$ cat src/rtl/div_arb_pkg.sv
// div_pkg: shared definitions for the divider arbiter.
// Holds the controller state encoding, the default divider latency and the
// result that is reported instead of a real division when the divisor is zero.
package div_pkg;

  localparam int DIV_LAT_DEF = 10;

  localparam logic [7:0] DZ_ANS = 8'hFF;
  localparam logic [3:0] DZ_ARE = 4'hF;

  typedef enum logic [1:0] {
    S_IDLE = 2'd0,
    S_LOAD = 2'd1,
    S_BUSY = 2'd2,
    S_CAP  = 2'd3
  } state_t;

endpackage

$ cat src/rtl/div_arb_if.sv
// div_arb_if: bundle of the requester handshakes, the result bus and the
// shared-divider connection.
//   req0/req1, dd0/dd1, dq0/dq1 : requests and operands (requester -> arbiter)
//   gnt0/gnt1, done0/done1      : one-cycle grant / completion pulses
//   ans, are, err               : result of the last completed operation
//   div_dd, div_dq, div_start   : operands and start pulse to the divider
//   div_ans, div_are            : divider quotient / remainder
// slave is the arbiter side, master the requester/divider side.
interface div_arb_if;

  logic       req0, req1;
  logic [7:0] dd0, dd1;
  logic [3:0] dq0, dq1;
  logic       gnt0, gnt1;
  logic       done0, done1;
  logic [7:0] ans;
  logic [3:0] are;
  logic       err;
  logic [7:0] div_dd;
  logic [3:0] div_dq;
  logic       div_start;
  logic [7:0] div_ans;
  logic [3:0] div_are;

  modport slave (
    input  req0, req1, dd0, dd1, dq0, dq1, div_ans, div_are,
    output gnt0, gnt1, done0, done1, ans, are, err, div_dd, div_dq, div_start
  );

  modport master (
    output req0, req1, dd0, dd1, dq0, dq1, div_ans, div_are,
    input  gnt0, gnt1, done0, done1, ans, are, err, div_dd, div_dq, div_start
  );

endinterface

$ cat src/rtl/div_arb_rr_arb2.sv
// rr_arb2: two-input round-robin arbiter.
//   clk, rst : clock, asynchronous active-high reset
//   req      : request vector {req1, req0}
//   accept   : the current winner has been granted; remember it
//   valid    : at least one request is pending
//   idx      : index of the winning requester
// The pointer holds the last granted index; it resets to 1 so that
// requester 0 wins the first tie.
module rr_arb2 (
  input  logic       clk,
  input  logic       rst,
  input  logic [1:0] req,
  input  logic       accept,
  output logic       valid,
  output logic       idx
);

  logic last;

  assign valid = |req;
  // On a tie the requester not granted last wins; otherwise the lone one.
  assign idx   = (req == 2'b11) ? ~last : req[1];

  always_ff @(posedge clk or posedge rst) begin
    if (rst) begin
      last <= 1'b1;
    end else if (accept) begin
      last <= idx;
    end
  end

endmodule

$ cat src/rtl/div_arb.sv
// div_arb: shares one multi-cycle divider between two requesters.
//   clk : clock, all state changes on the rising edge
//   rst : asynchronous active-high reset
//   bus : div_arb_if.slave (requests, grants, results, divider port)
// Parameter DIV_LAT: cycles the divider needs after div_start before its
// outputs are valid.
//
// state  | meaning
// IDLE   | waiting for a request; arbitrates and latches operands
// LOAD   | operands on div_dd/div_dq; start divider (or skip on divisor 0)
// BUSY   | counting down the divider latency
// CAP    | capture result (or divide-by-zero constants), pulse done
module div_arb
  import div_pkg::*;
#(
  parameter int DIV_LAT = DIV_LAT_DEF
) (
  input logic     clk,
  input logic     rst,
  div_arb_if.slave bus
);

  localparam int CNT_W = (DIV_LAT > 1) ? $clog2(DIV_LAT) : 1;
  localparam logic [CNT_W-1:0] CNT_LOAD = CNT_W'(DIV_LAT - 1);

  state_t           state, state_nxt;
  logic [CNT_W-1:0] cnt, cnt_nxt;
  logic             sel, sel_nxt;
  logic [1:0]       gnt, gnt_nxt;
  logic [1:0]       done, done_nxt;
  logic             div_start, div_start_nxt;
  logic [7:0]       ans, ans_nxt;
  logic [3:0]       are, are_nxt;
  logic             err, err_nxt;
  logic [7:0]       div_dd, div_dd_nxt;
  logic [3:0]       div_dq, div_dq_nxt;

  logic arb_valid, arb_idx, arb_accept;

  rr_arb2 u_arb (
    .clk    (clk),
    .rst    (rst),
    .req    ({bus.req1, bus.req0}),
    .accept (arb_accept),
    .valid  (arb_valid),
    .idx    (arb_idx)
  );

  always_comb begin
    state_nxt     = state;
    cnt_nxt       = cnt;
    sel_nxt       = sel;
    gnt_nxt       = 2'b00;
    done_nxt      = 2'b00;
    div_start_nxt = 1'b0;
    ans_nxt       = ans;
    are_nxt       = are;
    err_nxt       = err;
    div_dd_nxt    = div_dd;
    div_dq_nxt    = div_dq;
    arb_accept    = 1'b0;

    case (state)
      S_IDLE: begin
        if (arb_valid) begin
          arb_accept = 1'b1;
          sel_nxt    = arb_idx;
          gnt_nxt    = arb_idx ? 2'b10 : 2'b01;
          div_dd_nxt = arb_idx ? bus.dd1 : bus.dd0;
          div_dq_nxt = arb_idx ? bus.dq1 : bus.dq0;
          state_nxt  = S_LOAD;
        end
      end
      S_LOAD: begin
        // A zero divisor never reaches the divider.
        if (div_dq == 4'd0) begin
          state_nxt = S_CAP;
        end else begin
          div_start_nxt = 1'b1;
          cnt_nxt       = CNT_LOAD;
          state_nxt     = S_BUSY;
        end
      end
      S_BUSY: begin
        if (cnt == '0) begin
          state_nxt = S_CAP;
        end else begin
          cnt_nxt = cnt - CNT_W'(1);
        end
      end
      S_CAP: begin
        if (div_dq == 4'd0) begin
          ans_nxt = DZ_ANS;
          are_nxt = DZ_ARE;
          err_nxt = 1'b1;
        end else begin
          ans_nxt = bus.div_ans;
          are_nxt = bus.div_are;
          err_nxt = 1'b0;
        end
        done_nxt  = sel ? 2'b10 : 2'b01;
        state_nxt = S_IDLE;
      end
      default: state_nxt = S_IDLE;
    endcase
  end

  always_ff @(posedge clk or posedge rst) begin
    if (rst) begin
      state     <= S_IDLE;
      cnt       <= '0;
      sel       <= 1'b0;
      gnt       <= 2'b00;
      done      <= 2'b00;
      div_start <= 1'b0;
      ans       <= 8'd0;
      are       <= 4'd0;
      err       <= 1'b0;
      div_dd    <= 8'd0;
      div_dq    <= 4'd0;
    end else begin
      state     <= state_nxt;
      cnt       <= cnt_nxt;
      sel       <= sel_nxt;
      gnt       <= gnt_nxt;
      done      <= done_nxt;
      div_start <= div_start_nxt;
      ans       <= ans_nxt;
      are       <= are_nxt;
      err       <= err_nxt;
      div_dd    <= div_dd_nxt;
      div_dq    <= div_dq_nxt;
    end
  end

  assign bus.gnt0      = gnt[0];
  assign bus.gnt1      = gnt[1];
  assign bus.done0     = done[0];
  assign bus.done1     = done[1];
  assign bus.div_start = div_start;
  assign bus.ans       = ans;
  assign bus.are       = are;
  assign bus.err       = err;
  assign bus.div_dd    = div_dd;
  assign bus.div_dq    = div_dq;

endmodule

$ cat src/flat_wrapper.sv
// flat-port wrapper written by rule: the top's interface ports become plain ports
module div_arb_flat import div_pkg::*;
#(
  parameter int DIV_LAT = DIV_LAT_DEF
)
  (clk, rst, bus_req0, bus_req1, bus_dd0, bus_dd1, bus_dq0, bus_dq1, bus_div_ans, bus_div_are, bus_gnt0, bus_gnt1, bus_done0, bus_done1, bus_ans, bus_are, bus_err, bus_div_dd, bus_div_dq, bus_div_start);
  div_arb_if bus_i ();
  input logic clk;
  input logic rst;
  input wire logic [$bits(bus_i.req0)-1:0] bus_req0;
  input wire logic [$bits(bus_i.req1)-1:0] bus_req1;
  input wire logic [$bits(bus_i.dd0)-1:0] bus_dd0;
  input wire logic [$bits(bus_i.dd1)-1:0] bus_dd1;
  input wire logic [$bits(bus_i.dq0)-1:0] bus_dq0;
  input wire logic [$bits(bus_i.dq1)-1:0] bus_dq1;
  input wire logic [$bits(bus_i.div_ans)-1:0] bus_div_ans;
  input wire logic [$bits(bus_i.div_are)-1:0] bus_div_are;
  output wire logic [$bits(bus_i.gnt0)-1:0] bus_gnt0;
  output wire logic [$bits(bus_i.gnt1)-1:0] bus_gnt1;
  output wire logic [$bits(bus_i.done0)-1:0] bus_done0;
  output wire logic [$bits(bus_i.done1)-1:0] bus_done1;
  output wire logic [$bits(bus_i.ans)-1:0] bus_ans;
  output wire logic [$bits(bus_i.are)-1:0] bus_are;
  output wire logic [$bits(bus_i.err)-1:0] bus_err;
  output wire logic [$bits(bus_i.div_dd)-1:0] bus_div_dd;
  output wire logic [$bits(bus_i.div_dq)-1:0] bus_div_dq;
  output wire logic [$bits(bus_i.div_start)-1:0] bus_div_start;
  assign bus_i.req0 = bus_req0;
  assign bus_i.req1 = bus_req1;
  assign bus_i.dd0 = bus_dd0;
  assign bus_i.dd1 = bus_dd1;
  assign bus_i.dq0 = bus_dq0;
  assign bus_i.dq1 = bus_dq1;
  assign bus_i.div_ans = bus_div_ans;
  assign bus_i.div_are = bus_div_are;
  assign bus_gnt0 = bus_i.gnt0;
  assign bus_gnt1 = bus_i.gnt1;
  assign bus_done0 = bus_i.done0;
  assign bus_done1 = bus_i.done1;
  assign bus_ans = bus_i.ans;
  assign bus_are = bus_i.are;
  assign bus_err = bus_i.err;
  assign bus_div_dd = bus_i.div_dd;
  assign bus_div_dq = bus_i.div_dq;
  assign bus_div_start = bus_i.div_start;
  div_arb #(.DIV_LAT(DIV_LAT)) u_core (.clk(clk), .rst(rst), .bus(bus_i));
endmodule
$ cat config.mk
export PLATFORM = sky130hd
export DESIGN_NAME = div_arb_flat
export DESIGN_NICKNAME = d
export VERILOG_FILES = /design/src/rtl/div_arb_pkg.sv /design/src/rtl/div_arb_if.sv /design/src/rtl/div_arb_rr_arb2.sv /design/src/rtl/div_arb.sv /design/src/flat_wrapper.sv
export SDC_FILE = /design/constraint.sdc
export NUM_CORES = 1
export LEC_CHECK = 0
export CAP_MARGIN = 30
export CORE_MARGIN = 4
export CORE_UTILIZATION = 60
export DETAILED_ROUTE_END_ITERATION = 7
export DONT_BUFFER_PORTS = 1
export PLACE_DENSITY = 0.79
export SLEW_MARGIN = 15
export SYNTH_ARGS = -nofsm -noshare
export SYNTH_HDL_FRONTEND = slang
export SYNTH_SLANG_ARGS = --single-unit
$ cat constraint.sdc
create_clock -name clk -period 3.8 [get_ports clk]
set_input_delay 0.57 -clock clk [delete_from_list [all_inputs] [get_ports clk]]
set_output_delay 0.57 -clock clk [all_outputs]
set_load 0.02 [all_outputs]
==> out/summary.md <==
• 0.001720 mm2 — standard cell area after detailed placement
• 16.62% — GRT Resource Usage Total
• 5.162% — post-synthesis adder-cell area fraction
• reg2reg — critical setup path kind
• 1.95 ns — worst endpoint data arrival time
• 56.12% — portion of the post-synthesis area used by sequential elements
• 54.57% — area fraction of the dominant cell type after synthesis
• sky130_fd_sc_hd__dfrtp_1 — most instantiated library cell after synthesis
• 1,074 — number of vias after detailed routing
• 13.79% — share of post-route cells with drive strength above 1
• 187 — Net Count, Synth
• 1.705 mW — final total power
• 38 — clock sink count
• compound AO/OA/AOI/OAI gates — dominant combinational cell family by area after synthesis
• 27 — maximum number of pins on one net before global-route repair
• 7.080% — mux cell area share after synthesis
• inv_1 > ha_1 > a221oi_4 > o21ai_1 > a22o_1 — cell chain of the critical path
• sky130_fd_sc_hd__dfrtp_1 — cell type contributing the most total cell area after synthesis
• 9.956% — simple-gate share of the synthesized area
• 100.0% — async set-or-reset flop fraction in the synthesized netlist
• 0.001697 mm2 — post-synth design cell area
• 0 — hold bufs inserted after CTS
• 0.34 ns — clock insertion delay at the later pin of the skew report
• 0 — # setup viols final
• 0% — Synth Area in XOR/XNOR
• 0 — count of endpoints failing hold in the final timing report
• 0 — port buffer count
• 0.005091 ns — worst clock skew
• 0.9402 ns — slew at the pin with the worst max-slew slack
• 979 — number of global-route vias before repair
• 0.7704 — routability-driven placement congestion ratio
• u_core.state[0] — Worst R2R Start
• 61.18 um — chip height
• 0.001798 mm2 — total non-filler cell area in the finished layout
• register — Critical Path Source Type
• 36.95% — max_slew headroom
• 0 — number of enable flip-flop cells after synthesis
• 4.03 ns — Req. time, crit path
• 19 — # rows
• 0.11 ns — clock transition at the register clock pins on the worst setup and hold paths after CTS
• 0 — number of nets still failing antenna checks after routing
• 62.06% — starting density of the core
• sky130_fd_sc_hd__dfrtp_1 — slowest library cell on the worst path
• 0.5808 GHz — highest achievable clock rate
• 5 — cts bufs inserted
• 717.6 uV — worst-case vdd ir drop
• 140 — Mapped Cells
• 0.002734 mm2 — Floorplan Core Area
• 0 — Ys Warns
• in2async — classification of the worst-slack hold path
• 61.18 um — DIE WIDTH
• 0 — grt ovf
• sky130_fd_sc_hd__dfrtp_1 — most common flop cell mapped by yosys
• 0 — number of antenna diodes
• 4.588 mm — global-route wire length before repair
• 38 — register bit count reported by yosys
• 2 — maximum root-to-sink buffer count
• 0 — antenna violations before repair
• 0 — Max Transition Viols Final
• complete, no violations — outcome
• 45.31% — post-route clock period utilization
• u_core.state[0] — source of the critical timing path
• sky130_fd_sc_hd__dfrtp_1, sky130_fd_sc_hd__o21ai_0, sky130_fd_sc_hd__nand2_1 — most numerous cell types in the synthesized netlist
• 191 — Final Net Count
• 3.074 mm — Total Wirelength
• 8 — largest driver fanout on the critical path
• 65.77% — final design utilization
• 6.102 — detailed-route vias per instance
• sky130_fd_sc_hd__dfrtp_1, sky130_fd_sc_hd__mux2i_1, sky130_fd_sc_hd__ha_1 — Synth area leaders
• 2 — deepest level of the CTS H-tree
• 0.7962 nW — leakage power figure
• 34 — Distinct cells, synth
• 0.003742 mm2 — DIE AREA
• 0 — MaxCap Viol Count
• false — RSZ-0062 raised after global routing
• 4 — DR pass1 iterations
• 17.47 um — mean routed wirelength per cell
• 2.345 mm — placed wire-length estimate after detailed placement
• 0 ns — sum of negative setup slack
• 39 — count of routing violations after the opening detailed-route iteration
• 0.41 ns — Crit path largest cell delay
• 948.4 mW/mm2 — areal power density over the cells
• 18.36% — complex-gate fraction of the synthesized area
• 5.973% — Area growth, synth to finish
• register — CP Capture Type
• 12.12 um2 — average cell area after synthesis
• 0 — Remaining DRCs
• done — CTS tree
• 1.722 ns — final critical-path required period
• sky130_fd_sc_hd__clkbuf_4 — root buf cell
• 0 — PostCTS Resize Cnt
• 70 — Top Ports
• 0 — post-CTS setup buffer count
[flip-flops by register name, indices dropped and copies added, names as in the netlist]
register / cells
u_core.state: 2
u_core.bus.div_start: 1
u_core.cnt: 4
u_core.bus.div_dq: 4
u_core.bus.ans: 8
u_core.bus.err: 1
u_core.done: 2
u_core.u_arb.last: 1
u_core.bus.div_dd: 8
u_core.sel: 1
u_core.bus.are: 4
u_core.gnt: 2
[cell usage in the layout, fill, tap and decap left out, drive strengths merged, types with 2 or more instances in the layout]
master,count
a21o,2
a21oi,2
and2,2
buf,2
clkbuf,5
clkinv,2
dfrtp,37
ha,7
inv,7
mux2i,12
nand2,14
nor2,3
o21a,2
o21ai,18
o22a,12
[worst paths after layout]
check,slack [ns],cells past startpoint,end
setup / recovery,2.08,5,u_core.cnt[2]
hold / removal,0.24,1,u_core.cnt[3]
setup reg to reg,2.08,5,u_core.cnt[2]
hold reg to reg,0.45,1,u_core.done[0]
max in group asynchronous,2.85,2,u_core.bus.ans[6]
min in group clk,0.29,1,u_core.u_arb.last
[metrics by stage]
step / instances / worst slack (ns) / hold WS (ns)
finish: 176 / 2.078 / 0.2362
global placement: 168 / 2.067 / 0.4323
CTS: 176 / 2.070 / 0.2486
global route: 176 / 1.936 / 0.2820
detailed placement: 168 / 1.956 / 0.4377
floorplan: 140 / 2.272 / 0.4176
[critical path: cells and delay by family (launching register included)]
kind | cells | cell delay [ns]
compound gates | 3 | 0.79
fa+ha+maj | 1 | 0.31
buf+inv | 1 | 0.11
flops | 1 | 0.41
[logic make-up after synthesis]
logic type                 after synthesis
AOI/OAI and AO/OA                       42
muxes                                   12
adders and majority gates                7
DFF                                     38
and+or+nand+nor                         29
buffers and inverters                   12
[routing by layer]
layer,up-vias,global-route usage (%),wire (um)
li1,505,-,-
met1,529,21.27,1218
met2,33,26.13,1594
met3,7,6.080,229
met4,0,5.573,32
met5,-,0,0
[where the power goes]
part / internal, mW / total [mW] / switching [mW]
clock network: 0.136 / 0.266 / 0.129
registers: 0.589 / 0.907 / 0.318
logic: 0.244 / 0.532 / 0.288
[layout make-up]
type / count / area, um2
clock buffers: 5 / 37.54
clock inverters: 3 / 40.04
fillers: 215 / 935.9
inverters: 7 / 26.28
multi-input cells: 90 / 688.2
flip-flops and latches: 38 / 952.2
well taps: 31 / 38.79
repair buffers: 2 / 15.01
(Power assumes the default switching activity.)
